$ cat src/rtl/gray_fifo_ctrl_if.sv
// Handshake and RAM-control bundle for gray_fifo_ctrl.
// master: producer/consumer side. slave: the pointer/flag controller.
interface gray_fifo_ctrl_if #(
   parameter int C_ADDR_WIDTH = 4
);
   logic                    wr_en;
   logic                    rd_en;
   logic                    ram_wr_en;
   logic [C_ADDR_WIDTH-1:0] ram_wr_addr;
   logic                    ram_rd_en;
   logic [C_ADDR_WIDTH-1:0] ram_rd_addr;
   logic                    rd_valid;
   logic                    full;
   logic                    empty;
   logic                    almost_full;
   logic                    almost_empty;
   logic [C_ADDR_WIDTH:0]   fill_level;
   logic                    overflow;
   logic                    underflow;
   logic [C_ADDR_WIDTH:0]   wr_ptr_gray;
   logic [C_ADDR_WIDTH:0]   rd_ptr_gray;

   modport master (
      output wr_en, rd_en,
      input  ram_wr_en, ram_wr_addr, ram_rd_en, ram_rd_addr, rd_valid,
             full, empty, almost_full, almost_empty, fill_level,
             overflow, underflow, wr_ptr_gray, rd_ptr_gray
   );

   modport slave (
      input  wr_en, rd_en,
      output ram_wr_en, ram_wr_addr, ram_rd_en, ram_rd_addr, rd_valid,
             full, empty, almost_full, almost_empty, fill_level,
             overflow, underflow, wr_ptr_gray, rd_ptr_gray
   );
endinterface

$ cat src/rtl/gray_fifo_ctrl.sv
// Single-clock FIFO pointer/flag controller with Gray-coded pointers.
// Drives address/enable of an external simple dual-port RAM; data does not
// pass through here. Pointers are held only in Gray form so the same logic
// can later be split across clock domains.
module gray_fifo_ctrl #(
   parameter int C_ADDR_WIDTH    = 4,
   parameter int C_AFULL_THRESH  = 12,
   parameter int C_AEMPTY_THRESH = 2
) (
   input logic          clk,
   input logic          rst,
   gray_fifo_ctrl_if.slave f
);
   localparam int N = C_ADDR_WIDTH + 1;

   // Full compare: write pointer equals read pointer with its top two Gray
   // bits inverted (one full lap ahead).
   localparam logic [N-1:0] FULL_MASK = {2'b11, {(N-2){1'b0}}};
   localparam logic [N-1:0] AF_T      = N'(C_AFULL_THRESH);
   localparam logic [N-1:0] AE_T      = N'(C_AEMPTY_THRESH);

   if (C_ADDR_WIDTH < 2 || C_AEMPTY_THRESH < 0 ||
       C_AEMPTY_THRESH >= C_AFULL_THRESH ||
       C_AFULL_THRESH > (1 << C_ADDR_WIDTH)) begin : g_bad_param
      $error("gray_fifo_ctrl: illegal threshold/width parameters");
   end

   if ($bits(f.ram_wr_addr) != C_ADDR_WIDTH) begin : g_bad_if
      $error("gray_fifo_ctrl: interface width does not match C_ADDR_WIDTH");
   end

   function automatic logic [N-1:0] g2b(input logic [N-1:0] g);
      logic [N-1:0] b;
      b[N-1] = g[N-1];
      for (int i = N - 2; i >= 0; i--) b[i] = b[i+1] ^ g[i];
      return b;
   endfunction

   function automatic logic [N-1:0] b2g(input logic [N-1:0] b);
      return b ^ (b >> 1);
   endfunction

   logic [N-1:0] wr_g, rd_g;
   logic [N-1:0] wr_b, rd_b;
   logic [N-1:0] wr_g_nxt, rd_g_nxt;
   logic [N-1:0] fill;
   logic         full_c, empty_c;
   logic         wr_acc, rd_acc;
   logic         rd_vld_q, ovf_q, udf_q;

   assign wr_b     = g2b(wr_g);
   assign rd_b     = g2b(rd_g);
   assign wr_g_nxt = b2g(wr_b + 1'b1);
   assign rd_g_nxt = b2g(rd_b + 1'b1);

   assign empty_c  = (wr_g == rd_g);
   assign full_c   = (wr_g == (rd_g ^ FULL_MASK));
   assign fill     = wr_b - rd_b;

   // Accepts use registered flags only; no write-through when empty.
   assign wr_acc   = f.wr_en & ~full_c;
   assign rd_acc   = f.rd_en & ~empty_c;

   // Pointer registers, read-valid stage and error pulses.
   always_ff @(posedge clk or posedge rst) begin
      if (rst) begin
         wr_g     <= '0;
         rd_g     <= '0;
         rd_vld_q <= 1'b0;
         ovf_q    <= 1'b0;
         udf_q    <= 1'b0;
      end else begin
         if (wr_acc) wr_g <= wr_g_nxt;
         if (rd_acc) rd_g <= rd_g_nxt;
         rd_vld_q <= rd_acc;
         ovf_q    <= f.wr_en & full_c;
         udf_q    <= f.rd_en & empty_c;
      end
   end

   // Every pointer advance must flip exactly one Gray bit.
   always_comb begin
      if (wr_acc) assert ($countones(wr_g ^ wr_g_nxt) == 1);
      if (rd_acc) assert ($countones(rd_g ^ rd_g_nxt) == 1);
   end

   assign f.ram_wr_en    = wr_acc;
   assign f.ram_wr_addr  = wr_b[C_ADDR_WIDTH-1:0];
   assign f.ram_rd_en    = rd_acc;
   assign f.ram_rd_addr  = rd_b[C_ADDR_WIDTH-1:0];
   assign f.rd_valid     = rd_vld_q;
   assign f.full         = full_c;
   assign f.empty        = empty_c;
   assign f.almost_full  = (fill >= AF_T);
   assign f.almost_empty = (fill <= AE_T);
   assign f.fill_level   = fill;
   assign f.overflow     = ovf_q;
   assign f.underflow    = udf_q;
   assign f.wr_ptr_gray  = wr_g;
   assign f.rd_ptr_gray  = rd_g;
endmodule

$ cat src/flat_wrapper.sv
// flat-port wrapper written by rule: the top's interface ports become plain ports
module gray_fifo_ctrl_flat 
#(
   parameter int C_ADDR_WIDTH    = 4,
   parameter int C_AFULL_THRESH  = 12,
   parameter int C_AEMPTY_THRESH = 2
)
  (clk, rst, f_wr_en, f_rd_en, f_ram_wr_en, f_ram_wr_addr, f_ram_rd_en, f_ram_rd_addr, f_rd_valid, f_full, f_empty, f_almost_full, f_almost_empty, f_fill_level, f_overflow, f_underflow, f_wr_ptr_gray, f_rd_ptr_gray);
  gray_fifo_ctrl_if #(.C_ADDR_WIDTH(C_ADDR_WIDTH)) f_i ();
  input logic clk;
  input logic rst;
  input wire logic [$bits(f_i.wr_en)-1:0] f_wr_en;
  input wire logic [$bits(f_i.rd_en)-1:0] f_rd_en;
  output wire logic [$bits(f_i.ram_wr_en)-1:0] f_ram_wr_en;
  output wire logic [$bits(f_i.ram_wr_addr)-1:0] f_ram_wr_addr;
  output wire logic [$bits(f_i.ram_rd_en)-1:0] f_ram_rd_en;
  output wire logic [$bits(f_i.ram_rd_addr)-1:0] f_ram_rd_addr;
  output wire logic [$bits(f_i.rd_valid)-1:0] f_rd_valid;
  output wire logic [$bits(f_i.full)-1:0] f_full;
  output wire logic [$bits(f_i.empty)-1:0] f_empty;
  output wire logic [$bits(f_i.almost_full)-1:0] f_almost_full;
  output wire logic [$bits(f_i.almost_empty)-1:0] f_almost_empty;
  output wire logic [$bits(f_i.fill_level)-1:0] f_fill_level;
  output wire logic [$bits(f_i.overflow)-1:0] f_overflow;
  output wire logic [$bits(f_i.underflow)-1:0] f_underflow;
  output wire logic [$bits(f_i.wr_ptr_gray)-1:0] f_wr_ptr_gray;
  output wire logic [$bits(f_i.rd_ptr_gray)-1:0] f_rd_ptr_gray;
  assign f_i.wr_en = f_wr_en;
  assign f_i.rd_en = f_rd_en;
  assign f_ram_wr_en = f_i.ram_wr_en;
  assign f_ram_wr_addr = f_i.ram_wr_addr;
  assign f_ram_rd_en = f_i.ram_rd_en;
  assign f_ram_rd_addr = f_i.ram_rd_addr;
  assign f_rd_valid = f_i.rd_valid;
  assign f_full = f_i.full;
  assign f_empty = f_i.empty;
  assign f_almost_full = f_i.almost_full;
  assign f_almost_empty = f_i.almost_empty;
  assign f_fill_level = f_i.fill_level;
  assign f_overflow = f_i.overflow;
  assign f_underflow = f_i.underflow;
  assign f_wr_ptr_gray = f_i.wr_ptr_gray;
  assign f_rd_ptr_gray = f_i.rd_ptr_gray;
  gray_fifo_ctrl #(.C_ADDR_WIDTH(C_ADDR_WIDTH), .C_AFULL_THRESH(C_AFULL_THRESH), .C_AEMPTY_THRESH(C_AEMPTY_THRESH)) u_core (.clk(clk), .rst(rst), .f(f_i));
endmodule
$ cat config.mk
export PLATFORM = sky130hd
export DESIGN_NAME = gray_fifo_ctrl_flat
export DESIGN_NICKNAME = d
export VERILOG_FILES = /design/src/rtl/gray_fifo_ctrl_if.sv /design/src/rtl/gray_fifo_ctrl.sv /design/src/flat_wrapper.sv
export SDC_FILE = /design/constraint.sdc
export NUM_CORES = 1
export LEC_CHECK = 0
export CAP_MARGIN = 20
export CORE_ASPECT_RATIO = 1.4
export CORE_MARGIN = 2
export CORE_UTILIZATION = 48
export CTS_CLUSTER_DIAMETER = 200
export CTS_CLUSTER_SIZE = 16
export DETAILED_ROUTE_END_ITERATION = 8
export PLACE_DENSITY = 0.84
export SLEW_MARGIN = 30
export SYNTH_ARGS = -nofsm -noshare
export SYNTH_HDL_FRONTEND = slang
export SYNTH_SLANG_ARGS = --single-unit
$ cat constraint.sdc
create_clock -name clk -period 6.1 [get_ports clk]
set_input_delay 0.915 -clock clk [delete_from_list [all_inputs] [get_ports clk]]
set_output_delay 0.915 -clock clk [all_outputs]
set_load 0.005 [all_outputs]
==> impl_metrics.csv <==
group,metric,value,unit
timing,worstMarginPinSlew,0.4869,ns
run,cap_violations,0,
timing,rsz0062_at_grt,"no",
critical_path,worstPathMaxFanout,5,
floorplan,ios,36,
synth,ys_seq_elements,13,
synth,synth_edf_count,0,
timing,clock_skew,0.006694,ns
critical_path,cpMaxStageDelayCell,"clkdlybuf4s50_1",
critical_path,worst-r2r-cell-count,11,
drt,post_drt_via_cell_ratio,5.241,
floorplan,start_util,51.82,%
critical_path,worst_path_most_repeated_cell,"inv_1",
timing,post-route-period-util,90.50,%
cts,cts_hold_buf,0,
final_layout,diodes,0,
drt,post_drt_wl_per_cell,14.49,um
critical_path,arrival,4.61,ns
place,io_buffer_count,35,
timing,max_freq,181.1,MHz
min_path,hold_class,"reg2reg",
cts,cts_inserted_buffers,3,
final_layout,multi_input_area,645.6,um^2
status,status,"completed",
synth,synth_nets,117,
final_layout,fin_nets,157,
timing,setup-violations-final,0,
critical_path,crit_path_end_kind,"primary output",
global_route,grt_usage,20.21,%
final_layout,syn2layout_area_growth,38.94,%
cts,cts_resized,0,
cts,clk_pin_slew,0.07,ns
final_layout,drive_gt1_share,9.220,%
min_path,min_from,"u_core.f.rd_ptr_gray[4]",
synth,async_reset_ff_share,100.0,%
drt,ant_nets,0,
cts,cts_tree,"yes",
place,routabilityCongestion,0.7681,
drt,firstDrtPassIters,4,
critical_path,crit_path_start_kind,"flip-flop",
drt,finalWirelength,2348,um
synth,syn_area,1035,um^2
floorplan,rows,19,
synth,netlist_instances,102,
global_route,grt_pass1_wl,3864,um
cts,cts.sinks,13,
timing,slew_headroom,67.51,%
final_layout,seq_area,325.3,um^2
synth,syn_avg_cell_area,10.14,um^2
synth,synth.distinct_cells,27,
synth,synth.most_common_cell,"inv_1",
min_path,min_to,"u_core.f.rd_ptr_gray[4]",
timing,totalNegativeSetupSlack,0,ns
synth,yosys.area.top_type_share,31.44,%
timing,hold_ws,0.6109,ns
drt,initialDrtViolationCount,10,
critical_path,critPathKind,"reg2out",
cts,postCtsSetupBuffers,0,
critical_path,reg2reg_from,"u_core.f.rd_ptr_gray[4]",
cts,root_buffer,"clkbuf_4",
timing,slew_violations,0,
critical_path,r2r_end,"u_core.f.rd_ptr_gray[3]",
timing,hold_violations,0,
critical_path,max_stage_delay,0.57,ns
floorplan,die_h,58.94,um
timing,fin_crit,5.520,ns
global_route,antenna_found_initial,0,
critical_path,crit_path_cell_trace,"xnor2_1, inv_1, ha_1, inv_1, ha_1, inv_1, ha_1, inv_1, ha_1, inv_1, fa_1, a21o_1, a21oi_1, xnor2_1, a2111oi_2, clkdlybuf4s50_1",
synth,synth_area_leaders,"dfrtp_1, ha_1, xnor2_1",
cts,clk_latency,0.27,ns
min_path,min_delay_path_depth,1,
place,dpl.hpwl,1959,um
synth,synth_common_cells,"inv_1, dfrtp_1, ha_1, xnor2_1, xor2_1",
global_route,grt_overflow,0,
synth,synth-seq-area-share,31.44,%
drt,route.detailed.drc,0,
floorplan,core_region_area,1997,um^2
critical_path,r2r_slack,3.03,ns
critical_path,required,5.18,ns
cts,clock_path_buffers,2,
synth,yosysTopAreaCell,"dfrtp_1",
global_route,grt_pass1_vias,889,
synth,ys.flop_type,"dfrtp_1",
global_route,grt_max_degree,14,
floorplan,die_area,2548,um^2
floorplan,die_x,43.24,um
drt,num_vias,849,
synth,ys_warn_count,0,
final_layout,fillers,170,
cts,htree_levels,1,
[final cells by class]
cell class	count	area share (%)
multi-input combinational	72	44.91
timing repair buffer	35	24.37
sequential	13	22.63
inverter	17	4.439
clock buffer	4	1.828
tap	21	1.828
[per-layer routing]
layer,routed length [um],track usage [%]
met1,895,20.12
met3,95,1.227
met4,27,9.091
met5,0,0
met2,1330,40.94
[worst max-delay path by stage]
stage	slack [ns]	depth (start not counted)	start	endpoint
2_1_floorplan	1.69	15	u_core.f.rd_ptr_gray[4]	f_almost_empty
3_3_place_gp	1.11	16	u_core.f.rd_ptr_gray[4]	f_almost_empty
3_5_place_dp	0.88	16	u_core.f.rd_ptr_gray[4]	f_almost_empty
4_1_cts	0.55	16	u_core.f.rd_ptr_gray[4]	f_almost_empty
5_1_grt	0.31	16	u_core.f.rd_ptr_gray[4]	f_almost_empty
6_report	0.58	16	u_core.f.rd_ptr_gray[4]	f_almost_empty
[through the flow]
step / util (%) / instances / cell area [um^2] / setup slack [ns]
4_1_cts: 71.99 / 162 / 1438 / 0.5512
3_5_place_dp: 70.68 / 158 / 1411 / 0.8759
6_report: 71.99 / 162 / 1438 / 0.5796
5_1_grt: 71.99 / 162 / 1438 / 0.3148
2_1_floorplan: - / 102 / 1035 / 1.691
3_3_place_gp: 70.68 / 158 / 1411 / 1.105
[cell families (layout without fill, tap and decap cells)]
family | count (synthesis) | count (layout) | synth area share [%]
AND/OR/NAND/NOR | 20 | 20 | 11.85
XOR/XNOR | 19 | 19 | 16.81
buffers and inverters | 17 | 56 | 6.167
AO/OA/AOI/OAI | 13 | 13 | 10.76
flip-flops | 13 | 13 | 31.44
adder cells (fa/ha/maj) | 11 | 11 | 14.03
multiplexers | 9 | 9 | 8.948
[cells in the final DEF (no fill, tap or decap), types with 2 or more instances in the layout]
cell type / count
a21boi_4: 2
a21oi_1: 6
and2_1: 3
and3_1: 2
clkbuf_4: 3
clkdlybuf4s50_1: 35
dfrtp_1: 13
ha_1: 10
inv_1: 17
mux2_2: 2
mux2i_1: 7
nand2_1: 4
nand3_1: 2
nor2b_1: 3
xnor2_1: 10
xor2_1: 8
[worst max-delay path, delay by kind of cell (launching register included)]
kind	cells	cell delay (ns)
buffers and inverters	6	1.01
AOI/OAI and AO/OA	3	0.73
DFF	1	0.46
xor gates and xnor gates	2	0.56
adders and majority gates	5	1.58
Power is not shown: default switching activity piles up to over one toggle a cycle in this logic, so the estimate is an artifact.
